### src/rtl/svc_soc_io_arb_pkg.sv
// Shared types and sizes for the two-requester MMIO arbiter.
package svc_soc_io_arb_pkg;

  localparam int unsigned NUM_REQ = 2;
  localparam int unsigned GRANT_W = 1;
  localparam int unsigned ADDR_W  = 32;
  localparam int unsigned DATA_W  = 32;
  localparam int unsigned STRB_W  = 4;

  typedef logic [GRANT_W-1:0] grant_idx_t;

  typedef enum logic [1:0] {
    IDLE    = 2'd0,
    RD_WAIT = 2'd1,
    RESP    = 2'd2
  } state_e;

endpackage

### src/rtl/svc_soc_io_arb_if.sv
// Requester and register-bank signals of the MMIO arbiter.
// req_lock exists only when SVC_SOC_IO_ARB_LOCK_EN is defined.
interface svc_soc_io_arb_if;
  import svc_soc_io_arb_pkg::*;

  logic [NUM_REQ-1:0]             req_valid;
  logic [NUM_REQ-1:0]             req_ready;
  logic [NUM_REQ-1:0]             req_write;
  logic [NUM_REQ-1:0][ADDR_W-1:0] req_addr;
  logic [NUM_REQ-1:0][DATA_W-1:0] req_wdata;
  logic [NUM_REQ-1:0][STRB_W-1:0] req_wstrb;
`ifdef SVC_SOC_IO_ARB_LOCK_EN
  logic [NUM_REQ-1:0]             req_lock;
`endif
  logic [NUM_REQ-1:0]             rsp_valid;
  logic [NUM_REQ-1:0]             rsp_ready;
  logic [DATA_W-1:0]              rsp_rdata;
  logic                           io_wen;
  logic [ADDR_W-1:0]              io_waddr;
  logic [DATA_W-1:0]              io_wdata;
  logic [STRB_W-1:0]              io_wstrb;
  logic                           io_ren;
  logic [ADDR_W-1:0]              io_raddr;
  logic [DATA_W-1:0]              io_rdata;

  modport slave (
    input  req_valid, req_write, req_addr, req_wdata, req_wstrb, rsp_ready, io_rdata,
`ifdef SVC_SOC_IO_ARB_LOCK_EN
    input  req_lock,
`endif
    output req_ready, rsp_valid, rsp_rdata,
    output io_wen, io_waddr, io_wdata, io_wstrb, io_ren, io_raddr
  );

  modport master (
    output req_valid, req_write, req_addr, req_wdata, req_wstrb, rsp_ready, io_rdata,
`ifdef SVC_SOC_IO_ARB_LOCK_EN
    output req_lock,
`endif
    input  req_ready, rsp_valid, rsp_rdata,
    input  io_wen, io_waddr, io_wdata, io_wstrb, io_ren, io_raddr
  );

endinterface

### src/rtl/svc_rr_arb2.sv
// Combinational two-way round-robin picker: on contention the requester
// that did not win last time is chosen.
module svc_rr_arb2
  import svc_soc_io_arb_pkg::*;
(
  input  logic [NUM_REQ-1:0] valid_i,
  input  grant_idx_t         last_grant_i,
  output logic               grant_valid_o,
  output grant_idx_t         grant_idx_o
);

  always_comb begin
    grant_valid_o = |valid_i;
    grant_idx_o   = '0;
    case (valid_i)
      2'b10:   grant_idx_o = grant_idx_t'(1);
      2'b11:   grant_idx_o = ~last_grant_i;
      default: grant_idx_o = '0;
    endcase
  end

endmodule

### src/rtl/svc_soc_io_arb.sv
// Two-requester arbiter/sequencer in front of the MMIO register bank, one
// transaction outstanding. Optional lock for atomic RMW: SVC_SOC_IO_ARB_LOCK_EN.
module svc_soc_io_arb
  import svc_soc_io_arb_pkg::*;
#(
  parameter int unsigned RD_LATENCY   = 1,
  parameter int unsigned LOCK_TIMEOUT = 16
) (
  input  logic            clk,
  input  logic            rst,
  svc_soc_io_arb_if.slave bus
);

  if (RD_LATENCY > 1 || LOCK_TIMEOUT == 0) begin : g_param_check
    $error("svc_soc_io_arb: RD_LATENCY must be 0 or 1 and LOCK_TIMEOUT nonzero");
  end

  state_e             state_q, state_d;
  grant_idx_t         grant_q, grant_d;
  grant_idx_t         last_grant_q, last_grant_d;
  logic [DATA_W-1:0]  rdata_q, rdata_d;
  logic [NUM_REQ-1:0] arb_valid;
  logic               pick_valid;
  grant_idx_t         pick_idx;

  svc_rr_arb2 u_rr (
    .valid_i       (arb_valid),
    .last_grant_i  (last_grant_q),
    .grant_valid_o (pick_valid),
    .grant_idx_o   (pick_idx)
  );

`ifdef SVC_SOC_IO_ARB_LOCK_EN
  localparam int unsigned LOCK_CW = $clog2(LOCK_TIMEOUT + 1);

  logic               lock_q, lock_d;
  grant_idx_t         lock_owner_q, lock_owner_d;
  logic [LOCK_CW-1:0] lock_cnt_q, lock_cnt_d;

  // Lock follows req_lock at each handshake; idle owner times it out.
  always_comb begin
    lock_d       = lock_q;
    lock_owner_d = lock_owner_q;
    lock_cnt_d   = lock_cnt_q;
    if (state_q == RESP && bus.rsp_ready[grant_q]) begin
      lock_d       = bus.req_lock[grant_q];
      lock_owner_d = grant_q;
      lock_cnt_d   = '0;
    end else if (state_q == IDLE && lock_q) begin
      if (bus.req_valid[lock_owner_q]) begin
        lock_cnt_d = '0;
      end else if (lock_cnt_q == LOCK_CW'(LOCK_TIMEOUT - 1)) begin
        lock_d     = 1'b0;
        lock_cnt_d = '0;
      end else begin
        lock_cnt_d = lock_cnt_q + LOCK_CW'(1);
      end
    end
  end

  assign arb_valid = lock_q ? (bus.req_valid & (NUM_REQ'(1) << lock_owner_q)) : bus.req_valid;

  always_ff @(posedge clk) begin
    if (rst) begin
      lock_q       <= 1'b0;
      lock_owner_q <= '0;
      lock_cnt_q   <= '0;
    end else begin
      lock_q       <= lock_d;
      lock_owner_q <= lock_owner_d;
      lock_cnt_q   <= lock_cnt_d;
    end
  end
`else
  assign arb_valid = bus.req_valid;
`endif

  // Sequencer; all strobes and accepts are suppressed while rst is high.
  always_comb begin
    state_d       = state_q;
    grant_d       = grant_q;
    last_grant_d  = last_grant_q;
    rdata_d       = rdata_q;
    bus.req_ready = '0;
    bus.rsp_valid = '0;
    bus.io_wen    = 1'b0;
    bus.io_waddr  = '0;
    bus.io_wdata  = '0;
    bus.io_wstrb  = '0;
    bus.io_ren    = 1'b0;
    bus.io_raddr  = '0;
    if (!rst) begin
      unique case (state_q)
        IDLE: begin
          if (pick_valid) begin
            bus.req_ready[pick_idx] = 1'b1;
            grant_d      = pick_idx;
            last_grant_d = pick_idx;
            if (bus.req_write[pick_idx]) begin
              bus.io_wen   = 1'b1;
              bus.io_waddr = bus.req_addr[pick_idx];
              bus.io_wdata = bus.req_wdata[pick_idx];
              bus.io_wstrb = bus.req_wstrb[pick_idx];
              rdata_d      = '0;
              state_d      = RESP;
            end else begin
              bus.io_ren   = 1'b1;
              bus.io_raddr = bus.req_addr[pick_idx];
              if (RD_LATENCY == 0) begin
                rdata_d = bus.io_rdata;
                state_d = RESP;
              end else begin
                state_d = RD_WAIT;
              end
            end
          end
        end
        RD_WAIT: begin
          rdata_d = bus.io_rdata;
          state_d = RESP;
        end
        RESP: begin
          bus.rsp_valid[grant_q] = 1'b1;
          if (bus.rsp_ready[grant_q]) state_d = IDLE;
        end
        default: state_d = IDLE;
      endcase
    end
  end

  assign bus.rsp_rdata = rdata_q;

  always_ff @(posedge clk) begin
    if (rst) begin
      state_q      <= IDLE;
      grant_q      <= '0;
      last_grant_q <= grant_idx_t'(1);
      rdata_q      <= '0;
    end else begin
      state_q      <= state_d;
      grant_q      <= grant_d;
      last_grant_q <= last_grant_d;
      rdata_q      <= rdata_d;
    end
  end

endmodule
### src/flat_wrapper.sv
// flat-port wrapper written by rule: the top's interface ports become plain ports
module svc_soc_io_arb_flat import svc_soc_io_arb_pkg::*;
#(
  parameter int unsigned RD_LATENCY   = 1,
  parameter int unsigned LOCK_TIMEOUT = 16
)
  (clk, rst, bus_req_valid, bus_req_write, bus_req_addr, bus_req_wdata, bus_req_wstrb, bus_rsp_ready, bus_io_rdata, bus_req_ready, bus_rsp_valid, bus_rsp_rdata, bus_io_wen, bus_io_waddr, bus_io_wdata, bus_io_wstrb, bus_io_ren, bus_io_raddr);
  svc_soc_io_arb_if bus_i ();
  input  logic clk;
  input  logic rst;
  input wire logic [$bits(bus_i.req_valid)-1:0] bus_req_valid;
  input wire logic [$bits(bus_i.req_write)-1:0] bus_req_write;
  input wire logic [$bits(bus_i.req_addr)-1:0] bus_req_addr;
  input wire logic [$bits(bus_i.req_wdata)-1:0] bus_req_wdata;
  input wire logic [$bits(bus_i.req_wstrb)-1:0] bus_req_wstrb;
  input wire logic [$bits(bus_i.rsp_ready)-1:0] bus_rsp_ready;
  input wire logic [$bits(bus_i.io_rdata)-1:0] bus_io_rdata;
  output wire logic [$bits(bus_i.req_ready)-1:0] bus_req_ready;
  output wire logic [$bits(bus_i.rsp_valid)-1:0] bus_rsp_valid;
  output wire logic [$bits(bus_i.rsp_rdata)-1:0] bus_rsp_rdata;
  output wire logic [$bits(bus_i.io_wen)-1:0] bus_io_wen;
  output wire logic [$bits(bus_i.io_waddr)-1:0] bus_io_waddr;
  output wire logic [$bits(bus_i.io_wdata)-1:0] bus_io_wdata;
  output wire logic [$bits(bus_i.io_wstrb)-1:0] bus_io_wstrb;
  output wire logic [$bits(bus_i.io_ren)-1:0] bus_io_ren;
  output wire logic [$bits(bus_i.io_raddr)-1:0] bus_io_raddr;
  assign bus_i.req_valid = bus_req_valid;
  assign bus_i.req_write = bus_req_write;
  assign bus_i.req_addr = bus_req_addr;
  assign bus_i.req_wdata = bus_req_wdata;
  assign bus_i.req_wstrb = bus_req_wstrb;
  assign bus_i.rsp_ready = bus_rsp_ready;
  assign bus_i.io_rdata = bus_io_rdata;
  assign bus_req_ready = bus_i.req_ready;
  assign bus_rsp_valid = bus_i.rsp_valid;
  assign bus_rsp_rdata = bus_i.rsp_rdata;
  assign bus_io_wen = bus_i.io_wen;
  assign bus_io_waddr = bus_i.io_waddr;
  assign bus_io_wdata = bus_i.io_wdata;
  assign bus_io_wstrb = bus_i.io_wstrb;
  assign bus_io_ren = bus_i.io_ren;
  assign bus_io_raddr = bus_i.io_raddr;
  svc_soc_io_arb #(.RD_LATENCY(RD_LATENCY), .LOCK_TIMEOUT(LOCK_TIMEOUT)) u_core (.clk(clk), .rst(rst), .bus(bus_i));
endmodule
### config.mk
export PLATFORM = sky130hd
export DESIGN_NAME = svc_soc_io_arb_flat
export DESIGN_NICKNAME = d
export VERILOG_FILES = /design/src/rtl/svc_soc_io_arb_pkg.sv /design/src/rtl/svc_soc_io_arb_if.sv /design/src/rtl/svc_rr_arb2.sv /design/src/rtl/svc_soc_io_arb.sv /design/src/flat_wrapper.sv
export SDC_FILE = /design/constraint.sdc
export NUM_CORES = 1
export LEC_CHECK = 0
export ABC_AREA = 1
export CORE_AREA = 2 2 121 123
export DETAILED_ROUTE_END_ITERATION = 7
export DIE_AREA = 0 0 123 125
export PLACE_DENSITY = 0.59
export SLEW_MARGIN = 10
export SYNTH_ARGS = -nofsm -noshare
export SYNTH_HDL_FRONTEND = slang
export SYNTH_SLANG_ARGS = --single-unit
### constraint.sdc
create_clock -name clk -period 3 [get_ports clk]
set_input_delay 0.45 -clock clk [delete_from_list [all_inputs] [get_ports clk]]
set_output_delay 0.45 -clock clk [all_outputs]
set_load 0.05 [all_outputs]
# Word level (Yosys, flattened, before mapping)
# Index checks and enable logic that the tools add are counted.
[totals] latchBits=0 inputBits=176 mem_bits_ro=0 n_memories=0 ramBits=0 ff_bits=36 word_cells=75 out_inout_bits=138
[op_classes] n_mux=51 addsub=0 mul=0 shifts=0 reduce_logical=8 eq_ne=7 div=0 magnitude_cmp=4 bitwise_logic=1
[ops] operator="2-to-1 mux 32 bit" n=18
[ops] operator="one-hot mux 32 bit (2 select lines)" n=1
[ops] operator="2-to-1 mux 4 bit" n=6
[ops] operator="2-to-1 mux 2 bit" n=8
[ops] operator="2-to-1 mux 1 bit" n=14
[ops] operator="equality test 2 bit, second input constant" n=3
[ops] operator="inequality test 2 x 1 -> 1 bit, second input constant" n=3
[ops] operator="one-hot mux 2 bit (3 select lines)" n=1
[ops] operator="less-than comparator 1 x 2 -> 1 bit, second input constant" n=2
[ops] operator="AND reduction 2 bit" n=2
[ops] operator="AND reduction 3 bit" n=1
[ops] operator="demux 1 bit (select 1 bit)" n=2
[ops] operator="equality test 2 x 1 -> 1 bit, second input constant" n=1
[ops] operator=">= comparator 1 bit, second input constant" n=2
[ops] operator="logical AND 1 bit" n=2
[ops] operator="zero test 2 bit" n=1
[ops] operator="one-hot mux 1 bit (2 select lines)" n=1
[ops] operator="nonzero test 2 bit" n=1
[ops] operator="OR reduction 2 bit" n=1
[ops] operator="inverter 1 bit" n=1

# Logic depth before layout (Yosys ltp)
[depth] depth_word=9 depth_mapped=9 depth_no_buf=8

# Modules after synthesis
# A second synthesis with hierarchy kept.
[hier_totals] hier_cells=505 area_unflattened_um2=2920.3
[modules_own_cells] module="svc_soc_io_arb" cells_per_inst=502 area_per_inst_um2=2905.3 n_inst=1
[modules_own_cells] module="svc_rr_arb2" cells_per_inst=3 area_per_inst_um2=15.0 n_inst=1

# Worst setup path before layout
# No wires, ideal clock.
[synth_path] path_type="input port to output port" from="in rst" to="out bus_rsp_valid[0]" t_arrival_ps=2101 path_slack_ps=449 required_ps=2550 cell_stages=2 cell_sequence="clkbuf_1 nor4_1"
[synth_via] elab_chain_len=1
[synth_rtl] element="start, declared" line_no="flat_wrapper.sv:10" text="input logic rst;"
[synth_rtl] element="2-to-1 mux 2 bit" line_no="svc_soc_io_arb.sv:92" text="if (!rst) begin"
[synth_rtl] element="end, declared" line_no="flat_wrapper.sv:19" text="output wire logic [$bits(bus_i.rsp_valid)-1:0] bus_rsp_valid;"
# Every way passes these cells.

# Worst setup path after layout
[layout_path] from="in bus_req_valid[0]" to="out bus_io_waddr[26]"
[layout_via] elab_chain_len=8 elab_cells_between_ends=12
[layout_rtl] element="start, declared" line_no="flat_wrapper.sv:11" text="input wire logic [$bits(bus_i.req_valid)-1:0] bus_req_valid;"
[layout_rtl] element="equality test 2 bit" line_no="svc_rr_arb2.sv:15" text="case (valid_i)"
[layout_rtl] element="one-hot mux 1 bit (2 select lines)" line_no="svc_rr_arb2.sv:15"
[layout_rtl] element="2-to-1 mux 32 bit (implied by the code) or 2-to-1 mux 1 bit (tied branches) (2 in a row)" line_no="svc_soc_io_arb.sv:101, svc_soc_io_arb.sv:99"
[layout_rtl] element="2-to-1 mux 32 bit" line_no="svc_soc_io_arb.sv:99" text="if (bus.req_write[pick_idx]) begin"
[layout_rtl] element="2-to-1 mux 32 bit *" line_no="svc_soc_io_arb.sv:95" text="if (pick_valid) begin"
[layout_rtl] element="2-to-1 mux 32 bit *" line_no="svc_soc_io_arb.sv:93" text="unique case (state_q)"
[layout_rtl] element="2-to-1 mux 32 bit *" line_no="svc_soc_io_arb.sv:92"
[layout_rtl] element="end, declared" line_no="flat_wrapper.sv:22" text="output wire logic [$bits(bus_i.io_waddr)-1:0] bus_io_waddr;"
# Mark *: on every way between the ends. The rest lies on a longest branch, timed or not. The select of a mux whose other input is x is not followed.

==> results.cfg <==
[global_routing]
grt_pass1_wl_um = 24400
grt_max_degree = 69
track_usage = 0.204
grt_pass1_vias = 4406
grt-ovfl-total = 0
antenna_found_initial = 1

[power]
irDropWorstVdd_uv = 271
clkPwrFrac = 0.167
swShare = 0.439
power_frac_comb = 0.632
leakage_nw = 3.16
powerDensity_nw_per_um2 = 419
seqPwrFrac = 0.201
switchingPower_mw = 1.35
p_int_mw = 1.73

[synth]
synth_edf_count = 0
netlist_area_um2 = 2850
yosysWarnings = 0
syn_inst = 490
synthFlopType = dfxtp_1
ys_ff_latch = 36
synth_cell_type_count = 20
synth_nets = 666
async_flop_share = 0
ys_seq_area_frac = 0.253
avgSynthCellArea_um2 = 5.81

[min_path]
hold_path_class = register to register
min_path_cells = 2
min_from = u_core.bus.rsp_rdata[12]
hold_end = u_core.bus.rsp_rdata[12]

[critical_path]
r2r_start = u_core.state_q[0]
critPathMaxFanout = 68
crit_start = bus_req_valid[0]
critPathBufInv = 3
r2r_slack_ns = 1.10
reg2reg_depth = 6
arrival_ns = 2.21
crit_top_cell = buf_12
worst_r2r_endpoint = u_core.bus.rsp_rdata[20]
cp_top_family = buffers and inverters
max_stage_delay_ns = 0.48
critical_path_class = input pin to output port
end_kind = output port
crit_chain = clkdlybuf4s50_1, nand2_1, nand2_4, buf_12, mux2i_1, nor2_1, buf_12
slowest_stage = clkdlybuf4s50_1
cp.required_ns = 2.55
cp-start-kind = input pin

[cells_and_area]
final_cell_mix = clkdlybuf4s50_1, nand2_1, nor2_1, buf_12, a21oi_1
area_delta_synth_final_pct = 158
layout_commonest_cell = clkdlybuf4s50_1
fin_nets = 958
drive_above_1_share = 0.167
multiInputGateArea_um2 = 1850
fin_cells = 968
final_util = 0.517
ff_latch_area_um2 = 721
fill_cells = 1337
finalInstanceArea_um2 = 7340

[floorplan]
io_pins = 314
initial_core_util = 0.200
dieArea_um2 = 15400
die_w_um = 123
row_count = 44
core_um2 = 14200
dieHeight_um = 125

[cts]
cts_buffers = 5
clock_latency_ns = 0.27
ctsLongestPathBuffers = 2
cts_setup_buffers = 0
clock_sinks = 36
cts_tree = yes
cts.clk_slew.worst_paths_ns = 0.05
h-tree-depth = 2
cts-root-buf = clkbuf_16
cts-resized-gates = 0
cts_hold_buf = 0

[route]
wl_per_cell_um = 17.0
detail_route.vias_per_cell = 4.46
dr.pass1.iters = 5
drc_errors = 0
ant_nets = 0
drt_first_iter_violations = 245
via_count = 4314
wl_um = 16500

[sta]
holdWs_ns = 0.475
min_period_over_period = 0.887
finalMaxSlewViolations = 0
slew_headroom = 0.230
fin_tns_setup_ns = 0
min_period_ns = 2.66
clock_skew_ns = 0.00208
rsz0062_at_grt = false
max_freq_ghz = 0.376
finalSetupViolations = 0
hold_viol = 0
worst_slew_pin_slew_ns = 1.15

[placement]
placedCellCount = 959
dpl-instance-area_um2 = 7190
hpwl_um = 13600
place.gp.congestion = 1.03
io_buffers = 313

[run]
maxCapViolCount = 0

[outcome]
status = completed
## routing by layer
layer | wire (um) | vias up | track usage | share of wire
met3 | 1870 | 28 | 0.0776 | 0.11
met1 | 6110 | 1937 | 0.231 | 0.37
li1 | - | 2139 | - | -
met5 | 0 | - | 0 | 0
met4 | 448 | 0 | 0.0608 | 0.027
met2 | 8030 | 210 | 0.352 | 0.49
## registers in the layout, indices dropped and copies added, names as in the netlist
| signal | count |
|---|---|
| u_core.bus.rsp_rdata | 32 |
| u_core.state_q | 2 |
| u_core.last_grant_q | 1 |
| u_core.grant_q | 1 |
## cell type report
class / count / area share
diodes: 1 / 0.000341
repair buffers: 323 / 0.587
well taps: 184 / 0.0314
inverters: 22 / 0.0113
multi-input cells: 394 / 0.252
flip-flops and latches: 36 / 0.0982
clock buffers: 8 / 0.0199
## worst register-to-register path: stages, from the launching register on
cell	delay [ns]
dfxtp_1	0.34
inv_1	0.07
nor2_2	0.86
inv_1	0.25
nor2_1	0.16
nor2_1	0.06
nor2_1	0.11
## metrics by stage
stage	setup WS [ns]	total power, mW
after CTS	0.307	3.11
after global placement	0.356	2.56
after detailed placement	0.318	2.58
final	0.339	3.08
after global routing	0.216	3.24
after floorplan	0.449	1.70
## worst max-delay path by stage
stage                       endpoint  slack, ns  cells after the start
floorplan           bus_rsp_valid[0]       0.45                      2
global placement    bus_io_waddr[26]       0.36                      7
detailed placement  bus_io_waddr[26]       0.32                      7
CTS                 bus_io_waddr[26]       0.31                      7
global route        bus_io_raddr[26]       0.22                      7
finish              bus_io_waddr[26]       0.34                      7
## kinds of logic after synthesis
logic type / share of synthesized area
AND/OR/NAND/NOR: 0.417
AO/OA/AOI/OAI: 0.117
buffers and inverters: 0.101
flip-flops: 0.253
multiplexers: 0.113
## Yosys cell counts, types with 3 or more instances
cell type | instances | area [um^2]
a21oi_1 | 65 | 325
buf_1 | 3 | 11.3
buf_2 | 28 | 140
buf_6 | 3 | 33.8
clkbuf_1 | 3 | 11.3
dfxtp_1 | 36 | 721
inv_1 | 20 | 75.1
mux2i_1 | 32 | 320
nand2_1 | 148 | 556
nand3_1 | 29 | 145
nor2_1 | 110 | 413
## power by group through the flow
stage	Sequential, mW	Clock [mW]	Combinational, mW
floorplan	0.898	0	0.800
finish	0.618	0.515	1.94
CTS	0.620	0.530	1.96
detailed placement	0.629	0	1.95
global placement	0.624	0	1.93
global route	0.629	0.546	2.07
Power figures use the tool's default switching activity.
